<file path="config.mk">
export PLATFORM = sky130hd
export DESIGN_NAME = enemy_chase
export DESIGN_NICKNAME = d
export VERILOG_FILES = /design/src/rtl/enemy_chase.sv
export SDC_FILE = /design/constraint.sdc
export NUM_CORES = 1
export LEC_CHECK = 0
export CORE_MARGIN = 2
export CORE_UTILIZATION = 60
export DETAILED_ROUTE_END_ITERATION = 7
export PLACE_DENSITY_LB_ADDON = 0.12
export REMOVE_ABC_BUFFERS = 1
export SLEW_MARGIN = 10
export SYNTH_ARGS = -nofsm -noshare
export SYNTH_HDL_FRONTEND = slang
export SYNTH_SLANG_ARGS = --single-unit
export TNS_END_PERCENT = 5
</file>
<file path="constraint.sdc">
create_clock -name frame_clk -period 17 [get_ports frame_clk]
set_input_delay 2.55 -clock frame_clk [delete_from_list [all_inputs] [get_ports frame_clk]]
set_output_delay 2.55 -clock frame_clk [all_outputs]
set_load 0.005 [all_outputs]
</file>
<file path="src/rtl/enemy_chase.sv">
// Enemy sprite controller: waits at the spawn point, then chases the chef one
// axis per frame, freezes while peppered, and latches once the chef is caught.
module enemy_chase #(
  parameter logic [9:0] START_X      = 10'd320,
  parameter logic [9:0] START_Y      = 10'd96,
  parameter logic [9:0] STEP         = 10'd1,
  parameter logic [9:0] MIN_X        = 10'd16,
  parameter logic [9:0] MAX_X        = 10'd623,
  parameter logic [9:0] MIN_Y        = 10'd16,
  parameter logic [9:0] MAX_Y        = 10'd463,
  parameter logic [9:0] SPAWN_FRAMES = 10'd60,
  parameter logic [9:0] CATCH_R      = 10'd8
) (
  input  logic       frame_clk,
  input  logic       Reset,
  input  logic       hit,
  input  logic [9:0] ChefX,
  input  logic [9:0] ChefY,
  output logic [9:0] EnemyX,
  output logic [9:0] EnemyY,
  output logic [1:0] enemy_dir,
  output logic       stunned,
  output logic       chef_caught
);

  typedef enum logic [1:0] {SPAWN, CHASE, STUNNED, CAUGHT} state_t;

  localparam logic [1:0] DIR_RIGHT = 2'd0;
  localparam logic [1:0] DIR_LEFT  = 2'd1;
  localparam logic [1:0] DIR_UP    = 2'd2;
  localparam logic [1:0] DIR_DOWN  = 2'd3;

  state_t     state_q, state_d;
  logic [9:0] cnt_q, cnt_d;
  logic [9:0] x_q, x_d;
  logic [9:0] y_q, y_d;
  logic [1:0] dir_q, dir_d;
  logic       stunned_q, caught_q;

  logic [9:0] dx, dy, step_x, step_y, tgt_x, tgt_y, nx, ny;

  function automatic logic [9:0] absdiff(input logic [9:0] a, input logic [9:0] b);
    return (a >= b) ? (a - b) : (b - a);
  endfunction

  function automatic logic [9:0] min10(input logic [9:0] a, input logic [9:0] b);
    return (a < b) ? a : b;
  endfunction

  function automatic logic [9:0] clamp10(input logic [9:0] v, input logic [9:0] lo,
                                         input logic [9:0] hi);
    if (v < lo) return lo;
    if (v > hi) return hi;
    return v;
  endfunction

  // Candidate moves: step is capped by the remaining distance so we never overshoot.
  always_comb begin
    dx     = absdiff(ChefX, x_q);
    dy     = absdiff(ChefY, y_q);
    step_x = min10(STEP, dx);
    step_y = min10(STEP, dy);
    tgt_x  = (ChefX > x_q) ? (x_q + step_x) : (x_q - step_x);
    tgt_y  = (ChefY > y_q) ? (y_q + step_y) : (y_q - step_y);
    nx     = clamp10(tgt_x, MIN_X, MAX_X);
    ny     = clamp10(tgt_y, MIN_Y, MAX_Y);
  end

  always_comb begin
    state_d = state_q;
    cnt_d   = cnt_q;
    x_d     = x_q;
    y_d     = y_q;
    dir_d   = dir_q;
    unique case (state_q)
      SPAWN: begin
        x_d = START_X;
        y_d = START_Y;
        if (cnt_q == SPAWN_FRAMES - 10'd1) begin
          state_d = CHASE;
          cnt_d   = '0;
        end else begin
          cnt_d = cnt_q + 10'd1;
        end
      end
      CHASE: begin
        // Stun outranks catch; catch is judged on the pre-move position.
        if (hit) begin
          state_d = STUNNED;
        end else if (dx <= CATCH_R && dy <= CATCH_R) begin
          state_d = CAUGHT;
        end else if (dx >= dy && dx != '0) begin
          x_d = nx;
          if (nx != x_q) dir_d = (ChefX > x_q) ? DIR_RIGHT : DIR_LEFT;
        end else if (dy != '0) begin
          y_d = ny;
          if (ny != y_q) dir_d = (ChefY > y_q) ? DIR_DOWN : DIR_UP;
        end
      end
      STUNNED: begin
        if (!hit) state_d = CHASE;
      end
      CAUGHT: begin
        state_d = CAUGHT;
      end
      default: state_d = SPAWN;
    endcase
  end

  always_ff @(posedge frame_clk) begin
    if (Reset) begin
      state_q   <= SPAWN;
      cnt_q     <= '0;
      x_q       <= START_X;
      y_q       <= START_Y;
      dir_q     <= DIR_RIGHT;
      stunned_q <= 1'b0;
      caught_q  <= 1'b0;
    end else begin
      state_q   <= state_d;
      cnt_q     <= cnt_d;
      x_q       <= x_d;
      y_q       <= y_d;
      dir_q     <= dir_d;
      // Flags follow the next state so they line up with the state register.
      stunned_q <= (state_d == STUNNED);
      caught_q  <= (state_d == CAUGHT);
    end
  end

  assign EnemyX      = x_q;
  assign EnemyY      = y_q;
  assign enemy_dir   = dir_q;
  assign stunned     = stunned_q;
  assign chef_caught = caught_q;

endmodule

</file>
After elaboration in Yosys (flattened, before gate mapping)
Index checks and enable logic that the tools add are counted.
- bits in registers: 36
- bits of input ports: 23
- output and inout bits: 24
- logic and storage cells: 97
- add/sub/neg operators: 9
- order comparisons: 13
- eq/ne operators: 14
- multiplexer cells: 41
- bitwise gates (word level): 2
- reduce and logical (&&, ||, !) cells: 11
- operator list (operator ; count):
    2-to-1 mux 10 bit ; 22
    subtractor 10 bit ; 6
    case mux 10 bit (2 select lines) ; 2
    >= comparator 10 bit ; 3
    adder 10 bit ; 2
    > comparator 10 bit ; 2
    <= comparator 10 x 4 -> 1 bit (second input constant) ; 2
    < comparator 1 x 10 -> 1 bit (first input constant) ; 2
    < comparator 10 x 5 -> 1 bit (second input constant) ; 2
    != test 10 bit ; 2
    nonzero test 10 bit ; 2
    2-to-1 mux 2 bit ; 8
    adder 10 x 1 -> 10 bit (second input constant) ; 1
    equality test 10 x 6 -> 1 bit (second input constant) ; 1
    > comparator 10 bit (second input constant) ; 1
    > comparator 10 x 9 -> 1 bit (second input constant) ; 1
    != test 2 bit (second input constant) ; 5
    equality test 2 bit (second input constant) ; 4
    2-to-1 mux 1 bit ; 8
    case mux 2 bit (4 select lines) ; 1
    AND reduction 6 bit ; 1
    nonzero test 2 bit ; 3
    AND reduction 5 bit ; 1
    AND reduction 4 bit ; 1
    other kinds (5) ; 7

Depth between registers and ports, before layout
Gate-level depths: netlist (run 1).
- depth in word-level cells: 16
- mapped depth: 32
- gate-level depth less buffers: 30

Worst setup path after synthesis (run 1)
OpenSTA, ideal clock, no wires.
- kind: input -> register
- start point: in ChefX[0]
- end point: reg dir_q[0], in the netlist enemy_dir[0]
- library setup time: 123 ps
- arrival time: 8833 ps
- required time: 16877 ps
- setup slack: 8044 ps
- stages on the path: 29
- path buffers: 1
- cells stage by stage: inv_1 ha_1 fa_1 and2b_1 o21ai_1 a21o_1 a221oi_4 nor3b_1 o211a_4 nand2_1 inv_1 ha_1 nand2_1 fa_1 a21o_1 a2111o_1 o31ai_1 xnor2_1 nor3_1 or4_1 or2_1 o311a_1 and3_1 buf_6 and2_1 a31o_1 a221o_1 a31oi_2 mux2_1
- cells in the longest elaborated chain, start to end: 14
- elaborated cells between the ends (all ways): 32
- those cells by class: 4 x add/sub; 7 x order compare; 2 x eq/ne; 12 x mux; 1 x bitwise; 6 x reduce/logical
- RTL lines (element ; RTL line ; source):
    start: declaration ; 17 ; input logic [9:0] ChefX,
    subtractor 10 bit or >= comparator 10 bit (tied branches) ; 43 ; return (a >= b) ? (a - b) : (b - a);
    2-to-1 mux 10 bit ; 43 ;
    < comparator 1 x 10 -> 1 bit ; 47 ; return (a < b) ? a : b;
    2-to-1 mux 10 bit ; 47 ;
    subtractor 10 bit or adder 10 bit (tied branches) ; 63 ; tgt_x = (ChefX > x_q) ? (x_q + step_x) : (x_q - step_x);
    2-to-1 mux 10 bit ; 63 ;
    > comparator 10 bit ; 53 ; if (v > hi) return hi;
    2-to-1 mux 1 bit (2 in series) ; 53 ;
    2-to-1 mux 10 bit ; 54 ; return v;
    2-to-1 mux 10 bit ; 53 ;
    != test 10 bit ; 94 ; if (nx != x_q) dir_d = (ChefX > x_q) ? DIR_RIGHT : DIR_LEFT;
    != test 2 x 1 -> 1 bit (no source line) ; - ;
    AND reduction 6 bit (no source line) ; - ;
    end signal: assignment ; 124 ; dir_q <= dir_d;
    end: declaration ; 37 ; logic [1:0] dir_q, dir_d;
Several ways; a longest one is shown, not always the timed one. The select of a mux whose other input is x is not followed.
A chain may end at the register's enable or synchronous reset.

Worst setup path in the final report (run 1)
- start point: in ChefX[7]
- end point: reg dir_q[0], in the netlist enemy_dir[0]
Same word-level chain as after synthesis.

==> summary.md, run 1 <==
| Metric | Value |
|---|---|
| Sequential power share | ~30% |
| Post-CTS Hold Fix Bufs | 0 |
| Switch Pwr | between 0.1 and 0.15 mW |
| Antenna Violating Nets Remaining | 0 |
| Mapped cell area | roughly 5700 µm² |
| Nets | around 900 |
| Slew margin rel. | between 30% and 40% |
| Clock Power Share | 26.7% |
| Worst-Margin Slew | roughly 0.90 ns |
| Post-synth top area share | 15.06% |
| Post-Place Cells | 941 |
| Crit end category | register |
| CTS sink cnt | 36 |
| Synth Instances | 786 |
| RR Startpoint | EnemyX[9]$_SDFFE_PP0P_ |
| Post-route insts no fill | 949 |
| FP Rows | 35 |
| Area Overhead vs Synth | 11.20% |
| Sw Ratio | ~36% |
| Port buffer count | 46 |
| Total global-route track usage | roughly 30% |
| Hold wc startpoint | cnt_q[1]$_SDFFE_PP0P_ |
| Synth cell count leaders | nor2_1 (72), ha_1 (69), nand2_1 (67) |
| Critical-path top delay cell | clkdlybuf4s50_1 |
| Hold Path Class | reg2reg |
| Ports | 47 |
| Logic pwr share | 42.5% |
| Max FO, Critical Path | 12 |
| VDD IR-drop max | about 0.053 mV |
| Setup Buffers After CTS | 0 |
| Htree depth | 2 |
| Outcome | complete, but fails checks |
| Worst skew pair latency | 0.29 ns |
| Setup violations, final | 0 |
| Layout cells sized above 1 | around 5.7% |
| Max_cap viols | 0 |
| Vias | just under 6,000 |
| 1st-iter DRT viols | a little over 400 |
| Predominant post-synthesis flop cell | dfxtp_1 |
| Routed Wire Length | roughly 16 mm |
| Highest clock rate | about 97 MHz |
| Core area | slightly above 9000 µm² |
| Global-route wire length before repair | 25.81 mm |
| Worst path bufs/invs | 4 |
| Sequential area share after synthesis | between 10 and 15% |
| TritonCTS clock tree | yes |
| Starting Density | 62.04% |
| Clock Path Buffers | 2 |
| Internal power | around 0.18 mW |
| Ys Warns | 0 |
| Die H | approximately 100 µm |
| Filler Cells Inserted | between 800 and 900 |
| Max Slew Vio Count | 0 |
| Critical path origin | ChefX[7] |
| Root Buffer Master | clkbuf_8 |
| Drt pass-1 iters | 8 |
| Die width | ~100 µm |
| Startpoint Class | input port |
| Vias in the first global route | around 5,500 |
| Area leader, netlist | ha_1 |
| Number of CTS-inserted buffers | 5 |
| Via density | 6.269 |
| DRC viols | 1 |
| Crit-path max cell delay | between 0.4 and 0.5 ns |
| WS Path Type | in2reg |
| Largest cells by area after synthesis | ha_1 (15%), dfxtp_1 (13%), a21oi_1 (5.0%), nor2_1 (4.7%), nand2_1 (4.4%) |
| Tcrit/Tclk final | between 60% and 70% |
| Hpwl dp | approximately 13 mm |
| RSZ-0062 raised after global routing | false |
| Ys async rst share | 0% |
| Post-CTS sizing | 0 |
| CTS clk-pin slew, worst paths | approximately 0.07 ns |
| WL/cell | between 15 and 20 µm |
| GRT overflow | 0 |
| N_diodes | 0 |
| Post-synthesis register bit count | 36 |
| Leakage power | roughly 2.8 nW |
| Gpl congestion | ~1.0 |
| Initial antenna violation count | 0 |
| Largest net degree at the start of global routing | 29 |
| WP data required | roughly 17 ns |
| Failing checks | DRC |
| Synth cell types | 95 |
| Worst endpoint data arrival time | about 10 ns |
| Pwr/cell area | 43.47 nW/µm² |
| CP delay by family, top | simple AND/OR/NAND/NOR gates |
| Full die area | between 10,000 and 15,000 µm² |
| Final setup TNS | 0 ns |
| Fin. Hold Viols | 0 |
| Min Tclk post-route | between 10 and 15 ns |
| Mean Syn Cell Area | between 7 and 8 µm² |
| Skew final | between 0.004 and 0.005 ns |
| Number of flops mapped to enable cells by yosys | 0 |
| Most frequent cell after synthesis | nor2_1 |
## routing by layer
metal	track usage (%)	vias to the layer above	routed length (µm)	share of wire, %
li1	-	2933	-	-
met3	2.692	27	951	6.0
met5	0	-	0	0
met4	9.044	0	240	1.5
met1	42.72	2779	7482	47
met2	49.90	210	7222	45
## cells by family after synthesis
family / Yosys count / synth area share (%)
buf+inv: 83 / 5.784
other cells: 1 / 0.06541
flops: 36 / 12.57
compound gates: 235 / 28.46
xor+xnor: 36 / 5.500
mux: 11 / 2.051
fa+ha+maj: 76 / 17.33
simple gates: 308 / 28.24
## power groups by stage
stage	logic, mW	clock network (mW)	registers, mW
after floorplan	0.0863	0	0.0872
after global placement	0.112	0	0.0873
after detailed placement	0.115	0	0.0873
after CTS	0.115	0.0755	0.0854
after global routing	0.131	0.0793	0.0854
final	0.118	0.0740	0.0854
## worst register-to-register path: cells and delay by family (launching register included)
kind,cells,cell delay [ns]
xor+xnor,2,0.59
mux,2,0.61
fa+ha+maj,3,0.88
buf+inv,3,0.43
simple gates,11,2.92
compound gates,8,1.99
flops,1,0.55
## per-stage QoR
step	instance area (µm²)	utilization [%]	total power, mW	setup WS (ns)	hold slack [ns]
global placement	6267	67.83	0.1989	6.677	0.4818
finish	6375	68.99	0.2771	6.708	0.4995
global route	6375	68.99	0.2953	6.148	0.5489
CTS	6375	68.99	0.2763	6.786	0.4985
detailed placement	6267	67.83	0.2020	6.481	0.4876
floorplan	5630	-	0.1735	8.041	0.4663
## flip-flops by register name (all words and copies together), names as in the netlist
signal,cells
cnt_q,10
state_q,2
EnemyY,10
enemy_dir,2
stunned,1
chef_caught,1
EnemyX,10
## placed cells by master (no fill, tap or decap), types with 12 or more instances in the layout
cell and n:
a21o_1 18, a21oi_1 57, clkdlybuf4s50_1 46, dfxtp_1 36, ha_1 69, inv_1 60, nand2_1 67, nand2b_1 17
nand3_1 18, nor2_1 72, nor2b_1 17, nor3_1 25, o21ai_0 43, xnor2_1 24, xor2_1 12
## layout make-up
type                    count  area [µm²]  area share, %
clock buffers               6       72.57          1.138
repair buffers             48       475.5          7.458
well taps                 129       161.4          2.532
inverters                  60       225.2          3.533
flip-flops and latches     36       720.7          11.31
multi-input cells         668        4684          73.48
clock inverters             2       35.03         0.5496
## path summary, 6_finish.rpt
| path | end | slack (ns) | cells after the start |
|---|---|---|---|
| worst max-delay path | enemy_dir[0]$_SDFFE_PP0P_ | 6.71 | 30 |
| worst min-delay path | cnt_q[1]$_SDFFE_PP0P_ | 0.50 | 2 |
| worst max register to register | enemy_dir[0]$_SDFFE_PP0P_ | 8.92 | 29 |
| worst min register to register | cnt_q[1]$_SDFFE_PP0P_ | 0.50 | 2 |
Power figures use the tool's default switching activity.
==> run 2: changes to the inputs <==
==> constraint.sdc (replaced) <==
create_clock -name frame_clk -period 10.7 [get_ports frame_clk]
set_input_delay 1.605 -clock frame_clk [delete_from_list [all_inputs] [get_ports frame_clk]]
set_output_delay 1.605 -clock frame_clk [all_outputs]
set_load 0.005 [all_outputs]
==> summary.md, run 2 (synthesis gave the netlist of run 1 again) <==
| Metric | Value |
|---|---|
| Outcome | finished, final reports clean (was complete, but fails checks) |
| Internal power | 0.2571 mW (was 0.1765 mW) |
| Switch Pwr | 0.1644 mW (was 0.1007 mW) |
| Final setup TNS | 0 ns (unchanged) |
| Via density | 6.316 (was 6.269) |
| Worst path bufs/invs | 4 (unchanged) |
| CTS sink cnt | 36 (unchanged) |
| WP data required | 10.87 ns (was 17.18 ns) |
| Highest clock rate | about 110 MHz |
| Worst-Margin Slew | 0.6952 ns (was 0.8968 ns) |
| Die width | 101.8 µm (unchanged) |
| WS Path Type | in2reg (unchanged) |
| WL/cell | 16.86 µm (was 16.75 µm) |
| DRC viols | 0 (was 1) |
| Number of CTS-inserted buffers | 5 (unchanged) |
| Clock Path Buffers | 2 (unchanged) |
| Antenna Violating Nets Remaining | 0 (unchanged) |
| Slew margin rel. | 53.30% (was 39.66%) |
| Commonest non-fill, non-tap cell in the layout | nor2_1 (unchanged) |
| Routed Wire Length | 16.02 mm (was 15.90 mm) |
| Fin. Hold Viols | 0 (unchanged) |
| Critical-path top delay cell | nor4_1 (was clkdlybuf4s50_1) |
| Vias | 6,000 (was 5,949) |
| Global-route wire length before repair | 25.99 mm (was 25.81 mm) |
| Met1 Track Usage GR | 43.93% (was 42.72%) |
| Max Slew Vio Count | 0 (unchanged) |
| CTS clk-pin slew, worst paths | 0.07 ns (about the same) |
| Port buffer count | 46 (unchanged) |
| Multi-input logic area | 4684 µm² (unchanged) |
| CP delay by family, top | simple AND/OR/NAND/NOR gates (unchanged) |
| Layout cells sized above 1 | 5.968% (was 5.732%) |
| Sw Ratio | 39.00% (was 36.32%) |
| Post-CTS sizing | 0 (unchanged) |
| RSZ-0062 raised after global routing | false (unchanged) |
| Busiest layer in global routing | met2 (unchanged) |
| Crit end category | register (unchanged) |
| Max_cap viols | 0 (unchanged) |
| Crit-path max cell delay | 0.53 ns (was 0.48 ns) |
| Min Tclk post-route | ~9.3 ns |
| Post-Place Cells | 942 (was 941) |
| TritonCTS clock tree | yes (unchanged) |
| Max FO, Critical Path | 12 (unchanged) |
| Die H | 101.8 µm (unchanged) |
| Post-CTS Hold Fix Bufs | 0 (unchanged) |
| VDD IR-drop max | 0.1317 mV (was 0.05325 mV) |
| Drt pass-1 iters | 5 (was 8) |
| PnR Total Power | 0.4215 mW (was 0.2771 mW) |
| Gpl congestion | 0.9756 (was 1.018) |
| GRT met3 Usage | 1.656% (was 2.692%) |
| Final Core Density | 68.86% (was 68.99%) |
| Ports | 47 (unchanged) |
| Skew final | 0.01442 ns (was 0.004132 ns) |
| Setup violations, final | 0 (unchanged) |
| Tcrit/Tclk final | 87.31% |
| GRT overflow | 0 (unchanged) |
| Htree depth | 2 (unchanged) |
| Register area | 720.7 µm² (unchanged) |
| Logic pwr share | 44.9% (was 42.5%) |
| Area Overhead vs Synth | 10.98% (was 11.20%) |
| Core area | 9240 µm² (unchanged) |
| Starting Density | 62.04% (unchanged) |
| Hold Path Class | reg2reg (unchanged) |
| Nets | 918 (was 917) |
| Hpwl dp | 12.77 mm (was 12.58 mm) |
| Startpoint Class | input port (unchanged) |
| Worst endpoint data arrival time | 9.51 ns (was 10.47 ns) |
| Largest net degree at the start of global routing | 29 (unchanged) |
| FP Rows | 35 (unchanged) |
| Pwr/cell area | 66.24 nW/µm² (was 43.47 nW/µm²) |
| Filler Cells Inserted | 812 (was 827) |
| Full die area | 10,350 µm² (unchanged) |
| Met2 GRT Util | 50.51% (was 49.90%) |
| Reg2reg setup slack | 2.60 ns (was 8.92 ns) |
| Most frequent cells in the layout | nor2_1 (72), ha_1 (69), nand2_1 (67), inv_1 (60), a21oi_1 (57) (unchanged) |
| Post-route insts no fill | 950 (was 949) |
| 1st-iter DRT viols | 399 (was 404) |
| Vias in the first global route | 5,535 (was 5,533) |
| Setup Buffers After CTS | 0 (unchanged) |
| Sequential power share | 32.2% (was 30.8%) |
| N_diodes | 0 (unchanged) |
| Initial antenna violation count | 0 (unchanged) |
| Total global-route track usage | 30.63% (was 30.54%) |
| Worst skew pair latency | 0.29 ns (about the same) |
| Root Buffer Master | clkbuf_8 (unchanged) |
| Leakage power | 2.753 nW (was 2.755 nW) |
| Clock Power Share | 23.0% (was 26.7%) |
-- run 2: changes by cell type in the layout (fill, tap and decap cells not counted) --
cell / delta
buf_4: +1
bufinv_16: -1
clkinv_4: +1
clkinv_2: +1
clkbuf_1: -1
-- run 2: worst reg2reg max path: cells and delay by family (launching register included) --
kind	cells	cell delay, ns
simple gates	11	3.22
mux	2	0.59
fa+ha+maj	3	0.88
xor+xnor	2	0.58
compound gates	8	1.71
flops	1	0.56
buf+inv	3	0.44
-- run 2: metal layers --
metal / wire length (µm) / vias to the layer above
met4: 234 / 0
met5: 0 / -
met3: 1052 / 25
met1: 7346 / 2801
li1: - / 2915
met2: 7386 / 259
-- run 2: through the flow --
step                      setup slack [ns]  hold slack [ns]  area (µm²)
after floorplan                      2.686           0.4663        5630
after global placement               1.321           0.4823        6275
after detailed placement             1.144           0.4859        6275
after CTS                            1.440           0.4992        6362
after global routing                0.8475           0.5389        6362
final                                1.358           0.5004        6362
-- run 2: area by class of cell --
type	instances	area share, %
Tap cell	129	2.537
Sequential cell	36	11.33
Timing Repair Buffer	49	7.591
Clock buffer	5	1.082
Clock inverter	3	0.2950
Multi-Input combinational cell	668	73.63
Inverter	60	3.540
-- run 2: path summary, 6_finish.rpt --
path / from / end / cells past startpoint
hold / removal: cnt_q[1]$_SDFFE_PP0P_ / cnt_q[1]$_SDFFE_PP0P_ / 2
setup reg to reg: EnemyX[9]$_SDFFE_PP0P_ / enemy_dir[0]$_SDFFE_PP0P_ / 29
hold reg to reg: cnt_q[1]$_SDFFE_PP0P_ / cnt_q[1]$_SDFFE_PP0P_ / 2
setup / recovery: ChefX[7] / enemy_dir[0]$_SDFFE_PP0P_ / 30
-- run 2: power by group through the flow --
| stage | Clock, mW | Sequential [mW] | Combinational [mW] |
|---|---|---|---|
| after floorplan | 0 | 0.139 | 0.137 |
| final | 0.0967 | 0.136 | 0.189 |
| after global placement | 0 | 0.139 | 0.178 |
| after global routing | 0.103 | 0.136 | 0.208 |
| after detailed placement | 0 | 0.139 | 0.184 |
| after CTS | 0.0983 | 0.136 | 0.185 |
==> run 3: changes to the inputs <==
--- a/config.mk
+++ b/config.mk
@@ -8,7 +8,7 @@
 export CORE_MARGIN = 2
 export CORE_UTILIZATION = 60
 export DETAILED_ROUTE_END_ITERATION = 7
-export PLACE_DENSITY_LB_ADDON = 0.12
+export PLACE_DENSITY = 0.91
 export REMOVE_ABC_BUFFERS = 1
 export SLEW_MARGIN = 10
 export SYNTH_ARGS = -nofsm -noshare
==> summary.md, run 3 (synthesis gave the netlist of run 1 again) <==
| Metric | Value |
|---|---|
| Outcome | finished, final reports clean (unchanged) |
| Antenna Violating Nets Remaining | 0 (unchanged) |
| Full die area | 10,350 µm² (unchanged) |
| Startpoint Class | input port (unchanged) |
| RSZ-0062 raised after global routing | false (unchanged) |
| DRC viols | 0 (unchanged) |
| Root Buffer Master | clkbuf_8 (unchanged) |
| Max FO, Critical Path | 12 (unchanged) |
| Design area | 6360 µm² (was 6362 µm²) |
| Routed Wire Length | 16.24 mm (was 16.02 mm) |
| FP Rows | 35 (unchanged) |
| Worst skew pair latency | 0.30 ns (was 0.29 ns) |
| Highest clock rate | 107.0 MHz (about the same) |
| Pwr/cell area | 67.10 nW/µm² (was 66.24 nW/µm²) |
| Global-route wire length before repair | 26.65 mm (was 25.99 mm) |
| Die width | 101.8 µm (unchanged) |
| Skew final | 0.01115 ns (was 0.01442 ns) |
| Critical path origin | ChefX[7] (unchanged) |
| Leakage power | 2.741 nW (was 2.753 nW) |
| Crit-path max cell delay | 0.49 ns (was 0.53 ns) |
| Hold Path Stages | 2 (unchanged) |
| Reg2reg setup slack | 2.61 ns (was 2.60 ns) |
| Reg2reg end | enemy_dir[1]$_SDFFE_PP0P_ (was enemy_dir[0]$_SDFFE_PP0P_) |
| Commonest non-fill, non-tap cell in the layout | nor2_1 (unchanged) |
| Number of CTS-inserted buffers | 5 (unchanged) |
| WL/cell | 17.11 µm (was 16.86 µm) |
| WP data required | 10.88 ns (was 10.87 ns) |
| Gpl congestion | 1.046 (was 0.9756) |
| Setup Buffers After CTS | 0 (unchanged) |
| Port buffer count | 46 (unchanged) |
| Die H | 101.8 µm (unchanged) |
| Nets | 917 (was 918) |
| Min Tclk post-route | 9.349 ns (was 9.342 ns) |
| Post-CTS Hold Fix Bufs | 0 (unchanged) |
| Vias | 6,063 (was 6,000) |
| GRT overflow | 0 (unchanged) |
| Final setup TNS | 0 ns (unchanged) |
| R2r worst-path depth | 29 (unchanged) |
| 1st-iter DRT viols | 402 (was 399) |
| Layout cells sized above 1 | 5.854% (was 5.968%) |
| Hpwl dp | 12.99 mm (was 12.77 mm) |
| Max_cap viols | 0 (unchanged) |
| Worst-Margin Slew | 1.048 ns (was 0.6952 ns) |
| Critical-path top delay cell | clkdlybuf4s50_1 (was nor4_1) |
| Post-route insts no fill | 949 (was 950) |
| Hold wc startpoint | cnt_q[5]$_SDFFE_PP0P_ (was cnt_q[1]$_SDFFE_PP0P_) |
| Post-DP Area | 6267 µm² (was 6275 µm²) |
| RR Startpoint | EnemyX[9]$_SDFFE_PP0P_ (unchanged) |
| Most frequent cells in the layout | nor2_1 (72), ha_1 (69), nand2_1 (67), inv_1 (60), a21oi_1 (57) (unchanged) |
| Post-CTS sizing | 0 (unchanged) |
| Starting Density | 62.04% (unchanged) |
| Max Slew Vio Count | 0 (unchanged) |
| Ports | 47 (unchanged) |
| TritonCTS clock tree | yes (unchanged) |
| Initial antenna violation count | 0 (unchanged) |
| CTS clk-pin slew, worst paths | 0.08 ns (was 0.07 ns) |
| Largest net degree at the start of global routing | 29 (unchanged) |
| Total global-route track usage | 31.62% (was 30.63%) |
| Tcrit/Tclk final | 87.38% (was 87.31%) |
| Htree depth | 2 (unchanged) |
| Core area | 9240 µm² (unchanged) |
| Fin. Hold Viols | 0 (unchanged) |
| Crit end category | register (unchanged) |
| CTS sink cnt | 36 (unchanged) |
| Via density | 6.389 (was 6.316) |
| Hold worst-path end | cnt_q[5]$_SDFFE_PP0P_ (was cnt_q[1]$_SDFFE_PP0P_) |
| VDD IR-drop max | 0.09125 mV (was 0.1317 mV) |
| WS Path Type | in2reg (unchanged) |
| Worst endpoint data arrival time | 9.53 ns (was 9.51 ns) |
| Clock Path Buffers | 2 (unchanged) |
| Post-Place Cells | 941 (was 942) |
| Hold Path Class | reg2reg (unchanged) |
| Vias in the first global route | 5,565 (was 5,535) |
| Drt pass-1 iters | 5 (unchanged) |
| Area Overhead vs Synth | 10.93% (was 10.98%) |
| Slew margin rel. | 29.89% (was 53.30%) |
| N_diodes | 0 (unchanged) |
| Setup violations, final | 0 (unchanged) |
| Filler Cells Inserted | 765 (was 812) |
## run 3: cell count changes in the layout (fill, tap and decap cells not counted), sizes merged
cell      change
clkinvlp      +2
buf           -1
clkinv        -2
## run 3: worst max-delay path: cells and delay by family
kind / cells / cell delay [ns]
multiplexers: 2 / 0.60
adder cells (fa/ha/maj): 3 / 0.96
XOR/XNOR: 2 / 0.58
AND/OR/NAND/NOR: 11 / 2.84
AO/OA/AOI/OAI: 8 / 2.13
buffers and inverters: 4 / 0.80
## run 3: layout make-up
| cell class | instances | area (µm²) | share of cell area (%) |
|---|---|---|---|
| Timing Repair Buffer | 48 | 475.5 | 7.476 |
| Clock buffer | 5 | 68.82 | 1.082 |
| Tap cell | 129 | 161.4 | 2.538 |
| Multi-Input combinational cell | 668 | 4684 | 73.66 |
| Clock inverter | 3 | 23.77 | 0.3738 |
| Sequential cell | 36 | 720.7 | 11.33 |
| Inverter | 60 | 225.2 | 3.541 |
## run 3: how the worst max path moves through the flow
stage | endpoint | slack (ns) | cells past startpoint
2_1_floorplan | enemy_dir[0]$_SDFFE_PP0P_ | 2.69 | 29
3_3_place_gp | enemy_dir[0]$_SDFFE_PP0P_ | 1.30 | 30
3_5_place_dp | enemy_dir[1]$_SDFFE_PP0P_ | 1.18 | 30
4_1_cts | enemy_dir[1]$_SDFFE_PP0P_ | 1.46 | 30
5_1_grt | enemy_dir[1]$_SDFFE_PP0P_ | 0.89 | 30
6_report | enemy_dir[1]$_SDFFE_PP0P_ | 1.35 | 30
## run 3: where the power goes
group	switching (mW)	internal, mW
Clock	0.0567	0.0462
Sequential	0.000833	0.135
Combinational	0.112	0.0764
## run 3: per-layer routing
layer  GRT usage (%)  wire length, µm  vias up
met2           51.82             7353      297
met1           44.13             7381     2788
met5               0                0        -
li1                -                -     2927
met3           3.451             1117       51
met4           8.420              383        0
## run 3: stage by stage
stage	util [%]	hold slack [ns]	power, mW	worst slack (ns)
finish	68.83	0.5198	0.4267	1.351
global route	68.83	0.5631	0.4535	0.8926
floorplan	-	0.4663	0.2756	2.686
global placement	67.83	0.4868	0.3170	1.304
detailed placement	67.83	0.5016	0.3221	1.182
CTS	68.83	0.5306	0.4237	1.459
